### config.mk
export PLATFORM = sky130hd
export DESIGN_NAME = itu656_encoder_flat
export DESIGN_NICKNAME = d
export VERILOG_FILES = /design/src/rtl/itu656_encoder_pkg.sv /design/src/rtl/itu656_encoder_if.sv /design/src/rtl/itu656_encoder_timing.sv /design/src/rtl/itu656_encoder.sv /design/src/flat_wrapper.sv
export SDC_FILE = /design/constraint.sdc
export NUM_CORES = 1
export LEC_CHECK = 0
export CAP_MARGIN = 15
export CORE_ASPECT_RATIO = 1.1
export CORE_MARGIN = 10
export CORE_UTILIZATION = 30
export DETAILED_ROUTE_END_ITERATION = 10
export GPL_TIMING_DRIVEN = 0
export PLACE_DENSITY = 0.6
export SYNTH_ARGS = -nofsm -noshare
export SYNTH_HDL_FRONTEND = slang
export SYNTH_SLANG_ARGS = --single-unit
### constraint.sdc
create_clock -name iCLK -period 3 [get_ports iCLK]
set_input_delay 0.6 -clock iCLK [delete_from_list [all_inputs] [get_ports iCLK]]
set_output_delay 0.6 -clock iCLK [all_outputs]
set_load 0.005 [all_outputs]
### src/rtl/itu656_encoder_pkg.sv
// Shared BT.656 encoder definitions: timing-reference bytes, fill levels,
// payload clamp limits, the byte-region type and the protection-bit encoder.
package itu656_pkg;

  localparam logic [7:0] TRS_0    = 8'hFF;
  localparam logic [7:0] TRS_1    = 8'h00;
  localparam logic [7:0] TRS_2    = 8'h00;
  localparam logic [7:0] BLANK_C  = 8'h80;
  localparam logic [7:0] BLANK_Y  = 8'h10;
  localparam logic [7:0] CLAMP_LO = 8'h01;
  localparam logic [7:0] CLAMP_HI = 8'hFE;

  typedef enum logic [1:0] {
    EAV,
    HBLANK,
    SAV,
    ACTIVE
  } region_t;

  // Fourth byte of EAV/SAV: fixed MSB, F/V/H, then the Hamming protection bits.
  function automatic logic [7:0] xy_code(input logic f, input logic v, input logic h);
    return {1'b1, f, v, h, v ^ h, f ^ h, f ^ v, f ^ v ^ h};
  endfunction

  // Payload bytes must never collide with the 00/FF timing-reference values.
  function automatic logic [7:0] clamp_payload(input logic [7:0] b);
    if (b == 8'h00) return CLAMP_LO;
    if (b == 8'hFF) return CLAMP_HI;
    return b;
  endfunction

endpackage

### src/rtl/itu656_encoder_if.sv
// Pixel-word stream from the frame-buffer read FIFO into the encoder.
interface itu656_encoder_if;
  logic [15:0] iYCbCr;
  logic        iDVAL;
  logic        oREADY;

  modport master (output iYCbCr, output iDVAL, input oREADY);
  modport slave  (input iYCbCr, input iDVAL, output oREADY);
endinterface

### src/rtl/itu656_encoder_timing.sv
// Line/byte position counters with field, vertical-blank and region decode.
module itu656_timing
  import itu656_pkg::*;
#(
  parameter int unsigned LINE_BYTES = 1716,
  parameter int unsigned ACT_BYTES  = 1440,
  parameter int unsigned V_TOTAL    = 525,
  parameter int unsigned F2_START   = 266,
  parameter int unsigned F2_END     = 3,
  parameter int unsigned VB1_END    = 19,
  parameter int unsigned VB2_START  = 264,
  parameter int unsigned VB2_END    = 282,
  parameter int unsigned HC_W       = $clog2(LINE_BYTES),
  parameter int unsigned LN_W       = $clog2(V_TOTAL + 1)
) (
  input  logic            iCLK,
  input  logic            iRST,
  output logic [HC_W-1:0] hc,
  output logic            f,
  output logic            v,
  output logic            hblank,
  output logic            frame_origin,
  output region_t         region
);

  localparam int unsigned ACT_START = LINE_BYTES - ACT_BYTES;
  localparam int unsigned SAV_START = ACT_START - 4;

  logic [LN_W-1:0] ln;

  // Byte counter wraps each line; line counter runs 1..V_TOTAL.
  always_ff @(posedge iCLK or posedge iRST) begin
    if (iRST) begin
      hc <= '0;
      ln <= LN_W'(1);
    end else if (hc == HC_W'(LINE_BYTES - 1)) begin
      hc <= '0;
      ln <= (ln == LN_W'(V_TOTAL)) ? LN_W'(1) : ln + 1'b1;
    end else begin
      hc <= hc + 1'b1;
    end
  end

  // Field/blanking flags and the byte region for the current position.
  always_comb begin
    f            = (ln >= LN_W'(F2_START)) || (ln <= LN_W'(F2_END));
    v            = (ln <= LN_W'(VB1_END)) ||
                   ((ln >= LN_W'(VB2_START)) && (ln <= LN_W'(VB2_END)));
    hblank       = (hc < HC_W'(ACT_START));
    frame_origin = (hc == '0) && (ln == LN_W'(1));
    if (hc < HC_W'(4))              region = EAV;
    else if (hc < HC_W'(SAV_START)) region = HBLANK;
    else if (hc < HC_W'(ACT_START)) region = SAV;
    else                            region = ACTIVE;
  end

endmodule

### src/rtl/itu656_encoder.sv
// BT.656 byte-stream generator: timing codes, blanking fill and clamped
// active video pulled from an upstream FIFO without ever stalling.
module itu656_encoder
  import itu656_pkg::*;
#(
  parameter int unsigned LINE_BYTES = 1716,
  parameter int unsigned ACT_BYTES  = 1440,
  parameter int unsigned V_TOTAL    = 525,
  parameter int unsigned F2_START   = 266,
  parameter int unsigned F2_END     = 3,
  parameter int unsigned VB1_END    = 19,
  parameter int unsigned VB2_START  = 264,
  parameter int unsigned VB2_END    = 282
) (
  input  logic              iCLK,
  input  logic              iRST,
  input  logic              iEN,
  itu656_encoder_if.slave   pix,
  output logic [7:0]        oTD_DATA,
  output logic              oF,
  output logic              oV,
  output logic              oH,
  output logic              oFRAME_START,
  output logic              oUNDERFLOW
);

  localparam int unsigned HC_W = $clog2(LINE_BYTES);

  logic [HC_W-1:0] hc;
  logic            f, v, hblank, frame_origin;
  region_t         region;

  logic            frame_en;
  logic            act_line;
  logic            ready;
  logic [7:0]      td_next;
  logic [7:0]      y_hold;
  logic            y_ok;
  logic            y_load;
  logic            uf_set;

  itu656_timing #(
    .LINE_BYTES (LINE_BYTES),
    .ACT_BYTES  (ACT_BYTES),
    .V_TOTAL    (V_TOTAL),
    .F2_START   (F2_START),
    .F2_END     (F2_END),
    .VB1_END    (VB1_END),
    .VB2_START  (VB2_START),
    .VB2_END    (VB2_END),
    .HC_W       (HC_W)
  ) u_timing (
    .iCLK         (iCLK),
    .iRST         (iRST),
    .hc           (hc),
    .f            (f),
    .v            (v),
    .hblank       (hblank),
    .frame_origin (frame_origin),
    .region       (region)
  );

  assign pix.oREADY = ready;

  // Byte mux: TRS codes, 80/10 fill by byte parity, or chroma/luma payload.
  always_comb begin
    act_line = ~v & frame_en;
    ready    = act_line && (region == ACTIVE) && !hc[0];
    td_next  = hc[0] ? BLANK_Y : BLANK_C;
    y_load   = 1'b0;
    uf_set   = 1'b0;
    unique case (region)
      EAV, SAV: begin
        unique case (hc[1:0])
          2'd0:    td_next = TRS_0;
          2'd1:    td_next = TRS_1;
          2'd2:    td_next = TRS_2;
          default: td_next = xy_code(f, v, region == EAV);
        endcase
      end
      HBLANK: ;
      ACTIVE: begin
        if (act_line) begin
          if (!hc[0]) begin
            if (pix.iDVAL) begin
              td_next = clamp_payload(pix.iYCbCr[7:0]);
              y_load  = 1'b1;
            end else begin
              uf_set  = 1'b1;
            end
          end else if (y_ok) begin
            td_next = y_hold;
          end
        end
      end
    endcase
  end

  // Output register, flags, frame-enable latch and the luma holding register.
  always_ff @(posedge iCLK or posedge iRST) begin
    if (iRST) begin
      oTD_DATA     <= BLANK_C;
      oF           <= 1'b1;
      oV           <= 1'b1;
      oH           <= 1'b0;
      oFRAME_START <= 1'b0;
      oUNDERFLOW   <= 1'b0;
      frame_en     <= 1'b0;
      y_hold       <= '0;
      y_ok         <= 1'b0;
    end else begin
      oTD_DATA     <= td_next;
      oF           <= f;
      oV           <= v;
      oH           <= hblank;
      oFRAME_START <= frame_origin;
      if (uf_set)       oUNDERFLOW <= 1'b1;
      if (frame_origin) frame_en   <= iEN;
      if (y_load)       y_hold     <= clamp_payload(pix.iYCbCr[15:8]);
      y_ok         <= y_load;
    end
  end

endmodule

### src/flat_wrapper.sv
// flat-port wrapper written by rule: the top's interface ports become plain ports
module itu656_encoder_flat import itu656_pkg::*;
#(
  parameter int unsigned LINE_BYTES = 1716,
  parameter int unsigned ACT_BYTES  = 1440,
  parameter int unsigned V_TOTAL    = 525,
  parameter int unsigned F2_START   = 266,
  parameter int unsigned F2_END     = 3,
  parameter int unsigned VB1_END    = 19,
  parameter int unsigned VB2_START  = 264,
  parameter int unsigned VB2_END    = 282
)
  (iCLK, iRST, iEN, oTD_DATA, oF, oV, oH, oFRAME_START, oUNDERFLOW, pix_iYCbCr, pix_iDVAL, pix_oREADY);
  itu656_encoder_if pix_i ();
  input  logic iCLK;
  input  logic iRST;
  input  logic iEN;
  output logic [7:0] oTD_DATA;
  output logic oF;
  output logic oV;
  output logic oH;
  output logic oFRAME_START;
  output logic oUNDERFLOW;
  input wire logic [$bits(pix_i.iYCbCr)-1:0] pix_iYCbCr;
  input wire logic [$bits(pix_i.iDVAL)-1:0] pix_iDVAL;
  output wire logic [$bits(pix_i.oREADY)-1:0] pix_oREADY;
  assign pix_i.iYCbCr = pix_iYCbCr;
  assign pix_i.iDVAL = pix_iDVAL;
  assign pix_oREADY = pix_i.oREADY;
  itu656_encoder #(.LINE_BYTES(LINE_BYTES), .ACT_BYTES(ACT_BYTES), .V_TOTAL(V_TOTAL), .F2_START(F2_START), .F2_END(F2_END), .VB1_END(VB1_END), .VB2_START(VB2_START), .VB2_END(VB2_END)) u_core (.iCLK(iCLK), .iRST(iRST), .iEN(iEN), .pix(pix_i), .oTD_DATA(oTD_DATA), .oF(oF), .oV(oV), .oH(oH), .oFRAME_START(oFRAME_START), .oUNDERFLOW(oUNDERFLOW));
endmodule
==> impl_results.md <==
* Area delta synth->final at 25.4%
* DRC violation count after routing at 0
* Detailed placement HPWL at 4350 um
* Final worst path period need at ~2.9 ns
* Delay of the slowest critical-path stage at 0.47 ns
* Tot GR Track Use at 10.2%
* Post-synth design cell area at ~0.0024 mm2
* Global-route wire length before repair at 10000 um
* Outcome: finished, final reports clean
* Setup tns final at 0 ns
* Launching point of the worst reg2reg path: u_core.u_timing.hc[0]
* Routed wire per std cell at 14.8 um
* Overall die width at 104 um
* Number of different library cells in the post-synthesis netlist at 51
* Standard-cell row count at 33
* Number of global-route vias before repair at 2067
* Crit path kind: reg -> out
* Top FF cell, synth: sky130_fd_sc_hd__dfrtp_1
* Number of cells on the worst reg-to-reg path at 9
* Routed vias at between 1500 and 2000
* Biggest area contributors in the synthesized netlist: sky130_fd_sc_hd__dfrtp_1 42%, sky130_fd_sc_hd__o21ai_0 4.9%, sky130_fd_sc_hd__dfstp_2 4.5%
* Clock Latency Late Sink at 0.30 ns
* Clock-pin transition on the worst setup and hold timing paths at 0.09 ns
* Unrepaired setup endpoints after global routing: no
* Starting density of the core at 31.2%
* HP Start: u_core.oUNDERFLOW
* Reported max-cap violation count at 0
* Number of top-level design ports at 34
* Clock Sinks at 44
* Highest attainable clock frequency at 350 MHz
* Power per standard cell area at 345 mW/mm2
* Most frequent cells after synthesis: 40 x sky130_fd_sc_hd__dfrtp_1, 25 x sky130_fd_sc_hd__nor2_1, 23 x sky130_fd_sc_hd__o21ai_0
* Synth area leader: sky130_fd_sc_hd__dfrtp_1
* Worst-case clock skew at 0.0110 ns
* Synthesized instance count at around 240
* Number of nets produced by synthesis at 267
* Maximum number of pins on one net before global-route repair at 32
* Number of warnings issued by yosys at 0
* Proportion of synthesized flip-flops having asynchronous set or reset at between 90% and 100%
* Post-Place Worst Slack at a little under 0.2 ns
* CP endpoint kind: output pin
* Drt first pass iters at 4
* Clock Tree Root: sky130_fd_sc_hd__clkbuf_8
* Number of DRC markers in iteration 0 at 137
* Mean number of vias per cell at 4.98
* Routed Wire Length at 5780 um
* Final worst-path setup slack at 0.141 ns
* Antenna diode instance count at 0
* Final net count at between 300 and 400
* Max Transition Viols Final at 0
* Number of H-tree levels at 2
* Slew at the pin closest to its max-slew limit at 0.495 ns
* Max-slew headroom at the worst pin at around 67%
* Total die area at 0.0118 mm2
* Post-route total power at between 1 and 1.5 mW
* Routability Congestion at 0.789
* Path type of the worst min-delay path: reg -> reg
* Slowest stage cell on the critical path: sky130_fd_sc_hd__clkdlybuf4s50_1
* Vertical extent of the die at 113 um
* Largest fanout on the critical path at 10
* Number of enable flip-flop cells after synthesis at 0
* Count of input and output buffers at 33
* Max rail drop VDD at 0.132 mV
* Leakage dissipation at 1.20 nW
* Core Footprint at 0.00756 mm2
* Hold violation count in the final report at 0
* Count of nets left with antenna violations after detail routing at 0
* Sequential-to-total area share from yosys stat at 46.9%
* CTS buffer count at 5
* Sort of element at the start of the critical path: flop
* Startpoint of the worst setup timing path: u_core.u_timing.ln[3]
* Final setup viols at 0
* Buffers from clock root to sink, at most at 2
* # fillers at between 700 and 800
* Yosys reg bits at 44
* Tightest hold margin at 0.467 ns
* Total grt overflow at 0
* Cell-by-cell trace of the critical path: buf_2, o21ai_0, o2111ai_2, o211ai_1, nand2b_4, nor2_1, clkdlybuf4s50_1
* Cell with the most instances after synthesis: sky130_fd_sc_hd__dfrtp_1
* Data arrival time of the critical path at 2.26 ns
* Share of the synthesized area in the top cell type at around 42%
* Share of post-route cells with drive strength above 1 at 14.4%
* Antenna violations before repair at 0
* CTS tree: done
* Worst endpoint required time at around 2.4 ns
* Number of cells on the worst hold path at 1
* Mapped Avg Cell Area at 9.74 um2
* Final Cycle Share at between 90% and 100%
## kinds of logic (layout without fill, tap and decap cells)
family                     count (synthesis)  in the layout  synth area share (%)
AOI/OAI and AO/OA                         60             60                  16.4
DFF                                       44             44                  46.9
and+or+nand+nor                           90             90                  20.8
xor gates and xnor gates                  13             13                  4.83
adders and majority gates                  5              5                  2.66
muxes                                     10             10                  4.73
buffers and inverters                     20             63                  3.66
## layout by cell type, fill, tap and decap left out, types with 2 or more instances in the layout
master	synthesis	final
sky130_fd_sc_hd__nand2_1	10	10
sky130_fd_sc_hd__buf_2	3	3
sky130_fd_sc_hd__nor4_1	3	3
sky130_fd_sc_hd__mux2_2	8	8
sky130_fd_sc_hd__nand3_1	12	12
sky130_fd_sc_hd__o21bai_1	2	2
sky130_fd_sc_hd__ha_1	5	5
sky130_fd_sc_hd__a32oi_1	5	5
sky130_fd_sc_hd__clkbuf_8	0	5
sky130_fd_sc_hd__nor2_1	25	25
sky130_fd_sc_hd__and2_1	3	3
sky130_fd_sc_hd__clkdlybuf4s50_1	0	33
sky130_fd_sc_hd__dfrtp_1	40	40
sky130_fd_sc_hd__clkbuf_1	5	5
sky130_fd_sc_hd__or2_2	2	2
sky130_fd_sc_hd__nor3_1	3	2
sky130_fd_sc_hd__a21oi_1	14	14
sky130_fd_sc_hd__a31oi_1	2	2
sky130_fd_sc_hd__inv_1	11	10
sky130_fd_sc_hd__xor2_1	3	3
sky130_fd_sc_hd__dfstp_2	4	4
sky130_fd_sc_hd__clkinv_2	0	2
sky130_fd_sc_hd__and3_1	6	6
sky130_fd_sc_hd__nand4_1	7	7
sky130_fd_sc_hd__or3_1	7	7
sky130_fd_sc_hd__o21ai_0	23	23
sky130_fd_sc_hd__xnor2_1	10	10
sky130_fd_sc_hd__a21o_1	2	2
## state kept, by name, summed over array words and instances, names as in the netlist
| register | count |
|---|---|
| u_core.oUNDERFLOW | 1 |
| u_core.oV | 1 |
| u_core.oF | 1 |
| u_core.oTD_DATA | 8 |
| u_core.u_timing.ln | 10 |
| u_core.oH | 1 |
| u_core.oFRAME_START | 1 |
| u_core.frame_en | 1 |
| u_core.u_timing.hc | 11 |
| u_core.y_ok | 1 |
| u_core.y_hold | 8 |
## cell type report
cell class	count	area, um2	area share, %
multi-input combinational	178	1190	40.1
sequential	44	1110	37.4
timing repair buffer	35	358	12.1
tap	105	131	4.45
clock buffer	5	68.8	2.33
buffer	9	45.0	1.52
inverter	11	41.3	1.40
clock inverter	3	18.8	0.635
## worst max-delay path, delay by kind of cell (launching register included)
kind	cells	cell delay, ns
AO/OA/AOI/OAI	3	0.61
buffers and inverters	2	0.66
AND/OR/NAND/NOR	2	0.27
flip-flops	1	0.41
## through the flow
step / instances / util (%) / area, um2
floorplan: 242 / - / 2360
global placement: 380 / 37.3 / 2820
detailed placement: 381 / 37.6 / 2840
CTS: 390 / 39.0 / 2950
global route: 390 / 39.1 / 2960
finish: 390 / 39.1 / 2960
## worst paths after layout
path	to	slack, ns
min in group asynchronous	u_core.oTD_DATA[1]	0.57
min reg2reg	u_core.oUNDERFLOW	0.47
max reg2reg	u_core.u_timing.ln[3]	0.69
max in group asynchronous	u_core.oTD_DATA[7]	1.88
max	pix_oREADY	0.14
min	u_core.oUNDERFLOW	0.47
## where the power goes
group / internal (mW) / total [mW] / switching (mW)
Combinational: 0.0273 / 0.0511 / 0.0238
Clock: 0.163 / 0.376 / 0.213
Sequential: 0.593 / 0.593 / 0
Total: 0.783 / 1.02 / 0.237
## routing by layer
layer	up-vias	global-route usage (%)	part of all wire, %
met3	14	2.10	3.4
met1	935	12.6	48
met4	0	4.09	1.9
met2	43	16.8	47
li1	950	-	-
met5	-	0	0
## what timing repair did
action,4_1_cts,5_1_grt
hold buffers,0,0
endpoints found under the setup margin,1,1
pin swaps,1,0
buffers inserted,1,0
cloned,0,0
gates resized for setup,3,2
No activity file was read; power rests on OpenSTA's default activity.
